[src/rtl/delay_tap_ctrl_if.sv]
// rtl/delay_tap_ctrl_if.sv - control/status bundle between the delay-tap controller and its user
// The master side drives requests and the detector bit; the slave side (the controller) drives the tap outputs.
interface delay_tap_ctrl_if #(
    parameter int TAP_W = 9
);
    logic                  start;
    logic                  stop;
    logic                  phase_early;
    logic                  manual_en;
    logic [TAP_W-1:0]      manual_tap;
    logic [2**TAP_W-1:0]   en;
    logic [TAP_W-1:0]      tap;
    logic                  busy;
    logic                  locked;
    logic                  sat;

    modport master (
        output start, stop, phase_early, manual_en, manual_tap,
        input  en, tap, busy, locked, sat
    );

    modport slave (
        input  start, stop, phase_early, manual_en, manual_tap,
        output en, tap, busy, locked, sat
    );
endinterface

[src/rtl/delay_tap_ctrl.sv]
// rtl/delay_tap_ctrl.sv - SAR calibration and filtered drift tracking for a one-hot tapped delay line
// en is decoded from the next tap value so it is registered on the same edge as tap and is always one-hot.
module delay_tap_ctrl #(
    parameter int TAP_W      = 9,
    parameter int SETTLE_CYC = 16,
    parameter int FILT_N     = 4
) (
    input  logic             clk,
    input  logic             rst_n,
    delay_tap_ctrl_if.slave  bus
);
    localparam int NTAP  = 2**TAP_W;
    localparam int PTR_W = (TAP_W > 1) ? $clog2(TAP_W) : 1;
    localparam int SET_W = $clog2(SETTLE_CYC);
    localparam int FLT_W = $clog2(FILT_N + 1);
    localparam logic [TAP_W-1:0] TAP_MAX = '1;

    typedef enum logic [1:0] {ST_IDLE, ST_SAR, ST_TRACK} state_t;

    state_t             r_state;
    logic [TAP_W-1:0]   r_tap;
    logic [NTAP-1:0]    r_en;
    logic [PTR_W-1:0]   r_ptr;
    logic [SET_W-1:0]   r_settle;
    logic [FLT_W-1:0]   r_filt_cnt;
    logic               r_filt_val;
    logic               r_busy;
    logic               r_locked;
    logic               r_sat;

    logic               w_last;
    logic [TAP_W-1:0]   w_trial_bit;
    logic [TAP_W-1:0]   w_sar_tap;
    logic [FLT_W-1:0]   w_filt_cnt_nxt;
    logic               w_step;
    logic               w_at_bound;
    logic [TAP_W-1:0]   w_tap_nxt;

    always_comb begin
        w_last      = (r_settle == SET_W'(SETTLE_CYC - 1));
        w_trial_bit = TAP_W'(1) << r_ptr;
        // Resolve the current trial bit and arm the next one in a single write.
        w_sar_tap   = (bus.phase_early ? r_tap : (r_tap & ~w_trial_bit))
                    | ((r_ptr != '0) ? (w_trial_bit >> 1) : '0);

        if ((r_filt_cnt != '0) && (r_filt_val == bus.phase_early))
            w_filt_cnt_nxt = r_filt_cnt + FLT_W'(1);
        else
            w_filt_cnt_nxt = FLT_W'(1);
        w_step     = (w_filt_cnt_nxt == FLT_W'(FILT_N));
        w_at_bound = bus.phase_early ? (r_tap == TAP_MAX) : (r_tap == '0);

        w_tap_nxt = r_tap;
        if (bus.manual_en) begin
            w_tap_nxt = bus.manual_tap;
        end else if (!bus.stop) begin
            case (r_state)
                ST_IDLE: begin
                    if (bus.start)
                        w_tap_nxt = TAP_W'(1) << (TAP_W - 1);
                end
                ST_SAR: begin
                    if (w_last)
                        w_tap_nxt = w_sar_tap;
                end
                ST_TRACK: begin
                    if (w_last && w_step && !w_at_bound)
                        w_tap_nxt = bus.phase_early ? (r_tap + TAP_W'(1)) : (r_tap - TAP_W'(1));
                end
                default: w_tap_nxt = r_tap;
            endcase
        end
    end

    always_ff @(posedge clk or negedge rst_n) begin
        if (!rst_n) begin
            r_state    <= ST_IDLE;
            r_tap      <= '0;
            r_en       <= NTAP'(1);
            r_ptr      <= '0;
            r_settle   <= '0;
            r_filt_cnt <= '0;
            r_filt_val <= 1'b0;
            r_busy     <= 1'b0;
            r_locked   <= 1'b0;
            r_sat      <= 1'b0;
        end else begin
            r_tap <= w_tap_nxt;
            r_en  <= NTAP'(1) << w_tap_nxt;

            if (bus.manual_en) begin
                r_state    <= ST_IDLE;
                r_busy     <= 1'b0;
                r_locked   <= 1'b0;
                r_settle   <= '0;
                r_filt_cnt <= '0;
                r_filt_val <= 1'b0;
            end else if (bus.stop) begin
                r_state  <= ST_IDLE;
                r_busy   <= 1'b0;
                r_locked <= 1'b0;
                r_settle <= '0;
            end else begin
                case (r_state)
                    ST_IDLE: begin
                        if (bus.start) begin
                            r_state    <= ST_SAR;
                            r_ptr      <= PTR_W'(TAP_W - 1);
                            r_settle   <= '0;
                            r_filt_cnt <= '0;
                            r_filt_val <= 1'b0;
                            r_sat      <= 1'b0;
                            r_busy     <= 1'b1;
                        end
                    end
                    ST_SAR: begin
                        r_settle <= w_last ? '0 : (r_settle + SET_W'(1));
                        if (w_last) begin
                            if (r_ptr == '0) begin
                                r_state  <= ST_TRACK;
                                r_busy   <= 1'b0;
                                r_locked <= 1'b1;
                            end else begin
                                r_ptr <= r_ptr - PTR_W'(1);
                            end
                        end
                    end
                    ST_TRACK: begin
                        r_settle <= w_last ? '0 : (r_settle + SET_W'(1));
                        if (w_last) begin
                            r_filt_val <= bus.phase_early;
                            if (w_step) begin
                                r_filt_cnt <= '0;
                                if (w_at_bound)
                                    r_sat <= 1'b1;
                            end else begin
                                r_filt_cnt <= w_filt_cnt_nxt;
                            end
                        end
                    end
                    default: r_state <= ST_IDLE;
                endcase
            end
        end
    end

    assign bus.en     = r_en;
    assign bus.tap    = r_tap;
    assign bus.busy   = r_busy;
    assign bus.locked = r_locked;
    assign bus.sat    = r_sat;
endmodule

[src/flat_wrapper.sv]
// flat-port wrapper written by rule: the top's interface ports become plain ports
module delay_tap_ctrl_flat 
#(
    parameter int TAP_W      = 9,
    parameter int SETTLE_CYC = 16,
    parameter int FILT_N     = 4
)
  (clk, rst_n, bus_start, bus_stop, bus_phase_early, bus_manual_en, bus_manual_tap, bus_en, bus_tap, bus_busy, bus_locked, bus_sat);
  delay_tap_ctrl_if #(.TAP_W(TAP_W)) bus_i ();
  input  logic clk;
  input  logic rst_n;
  input wire logic [$bits(bus_i.start)-1:0] bus_start;
  input wire logic [$bits(bus_i.stop)-1:0] bus_stop;
  input wire logic [$bits(bus_i.phase_early)-1:0] bus_phase_early;
  input wire logic [$bits(bus_i.manual_en)-1:0] bus_manual_en;
  input wire logic [$bits(bus_i.manual_tap)-1:0] bus_manual_tap;
  output wire logic [$bits(bus_i.en)-1:0] bus_en;
  output wire logic [$bits(bus_i.tap)-1:0] bus_tap;
  output wire logic [$bits(bus_i.busy)-1:0] bus_busy;
  output wire logic [$bits(bus_i.locked)-1:0] bus_locked;
  output wire logic [$bits(bus_i.sat)-1:0] bus_sat;
  assign bus_i.start = bus_start;
  assign bus_i.stop = bus_stop;
  assign bus_i.phase_early = bus_phase_early;
  assign bus_i.manual_en = bus_manual_en;
  assign bus_i.manual_tap = bus_manual_tap;
  assign bus_en = bus_i.en;
  assign bus_tap = bus_i.tap;
  assign bus_busy = bus_i.busy;
  assign bus_locked = bus_i.locked;
  assign bus_sat = bus_i.sat;
  delay_tap_ctrl #(.TAP_W(TAP_W), .SETTLE_CYC(SETTLE_CYC), .FILT_N(FILT_N)) u_core (.clk(clk), .rst_n(rst_n), .bus(bus_i));
endmodule
[config.mk]
export PLATFORM = sky130hd
export DESIGN_NAME = delay_tap_ctrl_flat
export DESIGN_NICKNAME = d
export VERILOG_FILES = /design/src/rtl/delay_tap_ctrl_if.sv /design/src/rtl/delay_tap_ctrl.sv /design/src/flat_wrapper.sv
export SDC_FILE = /design/constraint.sdc
export NUM_CORES = 1
export LEC_CHECK = 0
export BUFFER_PORTS_ARGS = -buffer_cell sky130_fd_sc_hd__buf_2
export CORE_MARGIN = 2
export CORE_UTILIZATION = 28
export DETAILED_ROUTE_END_ITERATION = 10
export SETUP_SLACK_MARGIN = 0.3
export SYNTH_ARGS = -nofsm -noshare
export SYNTH_HDL_FRONTEND = slang
export SYNTH_SLANG_ARGS = --single-unit
[constraint.sdc]
create_clock -name clk -period 8.52 [get_ports clk]
set_clock_uncertainty 0.1 [all_clocks]
set_input_delay 1.704 -clock clk [delete_from_list [all_inputs] [get_ports clk]]
set_output_delay 1.704 -clock clk [all_outputs]
set_load 0.03 [all_outputs]
* Word-level counts from Yosys, hierarchy flattened
Index checks and enable logic that the tools add are counted.
** Cells by class
- Add/subtract/negate cells :: 5
- Equal/unequal tests :: 19
- Shifts and indexed selects :: 2
- Mux-type cells :: 52
- Bitwise gates (word level) :: 5
- Reduce and logical (&&, ||, !) cells :: 25
** Operators by type and width (count)
- << shifter 1 x 9 -> 512 bit, first input constant :: 1
- 2-to-1 mux 9 bit :: 7
- 2-to-1 mux 4 bit :: 7
- case mux 9 bit (3 select lines) :: 1
- 2-to-1 mux 1 bit :: 18
- 2-to-1 mux 3 bit :: 6
- case mux 4 bit (2 select lines) :: 2
- nonzero test 3 bit :: 5
- AND reduction 4 bit :: 3
- nonzero test 4 bit :: 3
- 2-to-1 mux 2 bit :: 5
- inequality test 2 x 1 -> 1 bit, second input constant :: 5
- adder 9 x 1 -> 9 bit, second input constant :: 1
- bitwise AND 9 bit :: 1
- equality test 9 bit, second input constant :: 1
- logical NOT 9 bit :: 1
- NOT 9 bit :: 1
- OR 9 bit :: 1
- << shifter 1 x 4 -> 9 bit, first input constant :: 1
- subtractor 9 x 1 -> 9 bit, second input constant :: 1
- 2-to-1 mux 8 bit :: 1
- inequality test 4 x 3 -> 1 bit, second input constant :: 2
- AND reduction 7 bit :: 1
- inequality test 3 bit, second input constant :: 2
- other kinds (24) :: 31
** Storage, ports and cells
- Register bits :: 538
- Input bits :: 15
- Output and inout port bits :: 524
- Logic and storage cells :: 118

* Logic depth before layout (Yosys ltp)
- Word-level depth :: 11
- Depth in mapped cells :: 16
- Mapped depth without buffers :: 11

* Worst setup path before layout
Ideal clock, no wire load.
- Kind :: input to register
- From :: in bus_phase_early
- To :: reg u_core.r_en[107], in the netlist u_core.bus.en[107]
- Setup time :: 72 ps
- Arrival time :: 4312 ps
- Data required time :: 8348 ps
- Setup slack :: 4036 ps
- Cell stages on the path :: 16
- Buffers on the path :: 5
- Cell sequence :: buf_4 inv_1 ha_1 nor2b_1 o2111ai_1 a311o_1 nand3_1 mux2i_1 and3_1 clkbuf_1 inv_1 buf_2 or2_2 clkbuf_2 buf_2 nor2_1
** On the way
- Longest elaborated chain between the ends :: 11
- Elaborated cells on any way between the ends :: 17
- Classes of those cells :: eq/ne: 2; shift: 1; mux: 9; bitwise: 1; reduce/logical: 4
** Ends and longest elaborated chain
- start, declared :: line flat_wrapper.sv:14 : input wire logic [$bits(bus_i.phase_early)-1:0] bus_phase_early;
- equality test 1 bit :: line delay_tap_ctrl.sv:46 : if ((r_filt_cnt != '0) && (r_filt_val == bus.phase_early))
- logical AND 1 bit :: line delay_tap_ctrl.sv:46
- 2-to-1 mux 3 bit :: line delay_tap_ctrl.sv:46
- equality test 3 bit :: line delay_tap_ctrl.sv:50 : w_step = (w_filt_cnt_nxt == FLT_W'(FILT_N));
- logical AND 1 bit (2 in a row) :: line delay_tap_ctrl.sv:67 : if (w_last && w_step && !w_at_bound)
- 2-to-1 mux 9 bit :: line delay_tap_ctrl.sv:67
- case mux 9 bit (3 select lines) * :: line delay_tap_ctrl.sv:57 : case (r_state)
- 2-to-1 mux 9 bit * :: line delay_tap_ctrl.sv:56 : end else if (!bus.stop) begin
- 2-to-1 mux 9 bit * :: line delay_tap_ctrl.sv:54 : if (bus.manual_en) begin
- net u_core.w_tap_nxt[8] :: line delay_tap_ctrl.sv:37 : logic [TAP_W-1:0] w_tap_nxt;
- << shifter 1 x 9 -> 512 bit * :: line delay_tap_ctrl.sv:89 : r_en <= NTAP'(1) << w_tap_nxt;
- end signal, assigned :: line delay_tap_ctrl.sv:89
- end, declared :: line delay_tap_ctrl.sv:22 : logic [NTAP-1:0] r_en;
Mark *: on every way through the listed nets, which the timed path passes. The rest lies on a longest branch.
A chain may end at the register's enable or synchronous reset.

* Worst setup path in the final report
- From :: in bus_phase_early
- To :: reg u_core.r_en[98], in the netlist u_core.bus.en[98]
Same word-level chain as after synthesis.

==> impl_summary.md <==
Global routing
The total global routing track utilization is 20.0%. The initial antenna violation count came to 1. The via count of the first global-routing pass was around 14000. The first-pass GRT wire length is around 100000 um. The pin count of the biggest net entering global routing is around 160. The leftover overflow at the end of global routing is 0.

Route
The routed wirelength normalized by instance count is ~24 um. The number of iterations in the first detailed-routing pass is 5. The first routing iteration left around 1300 violations. Dividing the detail-routed via count by the number of cells gives about 4.8. The residual DRC count is 0. The post-detailed-routing wire length is roughly 71000 um.

Once detail routing completed, the nets flagged for antenna violations numbered 0. The routed layout has 14200 vias.

Min path
The worst hold path class is register to register. In this run the most critical hold path is launched from u_core.r_filt_cnt[1].

Worst setup path
At the worst endpoint, the arrival time is ~6200 ps. The most critical setup path has its startpoint at bus_phase_early. The signal on the critical path passes through buf_2 > inv_1 > ha_1 > a211oi_1 > o21ba_2 > mux2i_1 > a2111oi_0 > o21ai_1 > nor2_2 > nand3_2 > nor2_1.

In this design, the stage delay of the slowest critical-path cell is ~940 ps. The kind of cell adding the most delay to the critical path is simple AND/OR/NAND/NOR gates. Together, buffers and inverters on the worst path number 2. The largest fanout on the critical path is 32. The worst flop-to-flop path startpoint is u_core.r_settle[0]. The start-to-end type of the worst setup path is input pin to register. The type of element launching the critical path is an input pin. The endpoint kind of the worst setup timing path is a register. The slowest cell on the critical path is sky130_fd_sc_hd__nand3_2. The data required time of the worst path is between 8000 and 9000 ps.

Clock network
The TritonCTS clock tree is built. In this run the clock root is driven by a sky130_fd_sc_hd__clkbuf_16. The buffer depth of the longest clock path is 3.

The number of sinks on the clock net is around 540. The post-cts hold buffer count is 0. Gates resized during post-CTS repair numbered 0. The number of CTS-inserted buffers is 57. At the later pin of the worst-skew pair, clock insertion delay measures 600 ps. The clock transition time at the flip-flop clock pins of the worst setup and hold paths is approximately 60 ps. The number of buffers inserted by post-CTS setup repair is 0. The number of levels in the clock H-tree is 2.

Power and ir drop
In this run, the combinational gates consume between 6 and 7% of the power. The power per unit of standard cell area is between 200 and 250 nW/um^2. Net switching is 25.2% of the power. The static leakage is around 13 nW. The cell-internal power is between 4 and 5 mW.

The proportion of power drawn by flip-flops and latches is between 40% and 50%. Per report_power, the clock group accounts for 46.5% of the total. The peak supply drop is around 0.00019 V.

Summed over all nets, the switching power comes to 1.39 mW.

Place
Summed over all nets, the half-perimeter wirelength after detailed placement is around 47000 um. Including well taps, the total number of placed cells is around 2900. At the placement stage, the worst setup path has a slack of between 2000 and 2500 ps. The count of buffers added on input and output ports is between 500 and 600. The routability congestion estimate is a little over 0.9. The post-placement cell area is between 20000 and 25000 um^2.

Timing
Based on the critical path, the design can be clocked at up to between 0.15 and 0.2 GHz. Summed over all failing endpoints, the final setup total negative slack is 0 ps. Subtracting the final worst setup slack from the clock period gives 5820 ps. For the pin with the worst max-slew slack, the measured transition is roughly 1200 ps. The headroom to the max-slew limit is between 15 and 20%. The number of failing hold endpoints at the final stage is 0. Setup repair after global routing left no endpoint under its margin. Setup violations remaining at the end of the flow were counted as 0. On the final layout, the worst hold slack is about 420 ps.

After layout, the worst path uses about two thirds of the clock period. The final worst-path setup slack is roughly 2700 ps. The count of final max-slew check failures was 0.

Synthesis
The register area share after synthesis is a little under three quarters. Of the post-synthesis cell area, the dominant cell type holds a little under three quarters. The dominant cell type by area after synthesis is sky130_fd_sc_hd__dfrtp_1. The number of distinct library cells after synthesis is 80.

Among all flip-flop cells after synthesis, the most frequent one is sky130_fd_sc_hd__dfrtp_1. The async set-reset flop share out of synthesis is 100%. Yosys attributes the largest share of cell area to sky130_fd_sc_hd__dfrtp_1, sky130_fd_sc_hd__nor2_1, sky130_fd_sc_hd__nor3_1.

The Yosys step of the flow raised 0 warnings. Counting every net in the synthesized netlist gives 1592. The register bit total from synthesis is roughly 540. The number of cells produced by synthesis is 1556. The average size of a mapped cell is between 10 and 15 um^2. The number of flops mapped to enable cells by yosys is 0. The mapped netlist covers roughly 19000 um^2.

Floorplanning
In this run the standard cell core region covers 66900 um^2. Pin placement for this block handled 539 I/O pins. The die covers between 60000 and 70000 um^2.

After floorplanning, the core was divided into 95 placement rows. The width of the die is roughly 260 um. Once the floorplan was initialized, standard cells occupied between 20% and 30% of the core. The vertical die dimension is about 260 um.

Flow run
The number of maximum-capacitance constraint violations is 0.

Cells and area
Once layout is complete, the cells apart from fillers number a little under 3000. The count of filler cells inserted in the layout is around 6600. The multi-input gate area in the final layout is around 4700 um^2.

0 antenna diodes ended up in the layout. The finished cells cover 24200 um^2. The relative area change from synthesis to final layout is 28.4%. The storage element area is roughly 13000 um^2. The final layout net count is 2079.

The fraction of layout cells with a size suffix above 1 is approximately 34%.

Status
The run finished with clean final reports.
-- area by class of cell --
type                       instances  share of cell area (%)
sequential                       538                    55.6
multi-input combinational        868                    19.4
timing repair buffer             560                    11.9
clock buffer                      86                    7.13
tap                              873                    4.51
clock inverter                    20                    1.06
inverter                          18                   0.300
-- worst paths after layout --
path                       cells past startpoint  slack [ps]                   end
min in group asynchronous                      1        1020     u_core.bus.en[34]
max in group asynchronous                      2        5820     u_core.bus.tap[3]
max                                           11        2700     u_core.bus.en[98]
min                                            2         420  u_core.r_filt_cnt[1]
max reg2reg                                    9        3230     u_core.bus.en[98]
min reg2reg                                    2         420  u_core.r_filt_cnt[1]
-- Yosys cell counts, drive strengths merged (6+ instances only) --
master    n
dfrtp   537
nor2    328
nor3    201
buf      69
clkbuf   63
nand2    53
nand3    48
nor4     32
o21ai    21
ha       20
a21oi    19
inv      18
nand2b   12
nand3b   12
nand4    12
nor2b    11
or2       9
a31oi     6
and3      6
-- cell usage in the layout (no fill, tap or decap), drive strengths merged, types with 5 or more instances in the layout --
cell    netlist  routed
a21oi        19      19
a31oi         6       6
and2          5       5
and3          6       6
buf          69     560
clkbuf       63      86
clkinv        0       8
dfrtp       537     537
ha           20      20
inv          18      24
mux2i         5       5
nand2        53      53
nand2b       12      12
nand3        48      48
nand3b       12      12
nand4        12      12
nor2        328     328
nor2b        11      11
nor3        201     201
nor4         32      32
o21ai        21      21
or2           9       9
xnor2         5       5
-- kinds of logic (layout without fill, tap and decap cells) --
logic type                 count (synthesis)  count (layout)  share of synthesized area (%)
buffers and inverters                    150             684                           3.77
and+or+nand+nor                          739             739                           19.1
adders and majority gates                 21              21                           1.43
muxes                                      5               5                          0.265
xor gates and xnor gates                   9               9                          0.418
DFF                                      538             538                           71.4
AOI/OAI and AO/OA                         94              94                           3.66
-- worst min-delay path: cells and delay by family, from the launching register on --
kind	cells	cell delay (ps)
flops	1	360
compound gates	1	70
simple gates	1	50
-- flip-flops by register name, summed over array words and instances, names as in the netlist --
signal and count:
u_core.bus.busy 1, u_core.bus.en 512, u_core.bus.locked 1, u_core.bus.sat 1, u_core.bus.tap 9, u_core.r_filt_cnt 3
u_core.r_filt_val 1, u_core.r_ptr 4, u_core.r_settle 4, u_core.r_state 2
-- through the flow --
stage | util (%) | total power, mW
6_report | 36.2 | 5.53
5_1_grt | 36.2 | 5.72
4_1_cts | 36.2 | 5.59
3_5_place_dp | 33.2 | 3.01
3_3_place_gp | 33.2 | 3.00
2_1_floorplan | - | 2.84
-- routing by layer --
metal,wire length [um],vias up,part of all wire (%),GRT usage (%)
met1,29600,7294,42,26.5
met3,5440,122,7.7,5.16
met4,2140,0,3.0,6.36
met5,0,-,0,0
li1,-,6140,-,-
met2,33300,671,47,31.9
-- power by group through the flow --
| stage | Clock (mW) | Combinational, mW | Sequential, mW |
|---|---|---|---|
| 3_5_place_dp | 0 | 0.380 | 2.63 |
| 2_1_floorplan | 0 | 0.199 | 2.65 |
| 6_report | 2.57 | 0.377 | 2.58 |
| 3_3_place_gp | 0 | 0.373 | 2.63 |
| 5_1_grt | 2.73 | 0.410 | 2.58 |
| 4_1_cts | 2.63 | 0.381 | 2.58 |
Note: power is estimated with default switching activity, not from simulation.
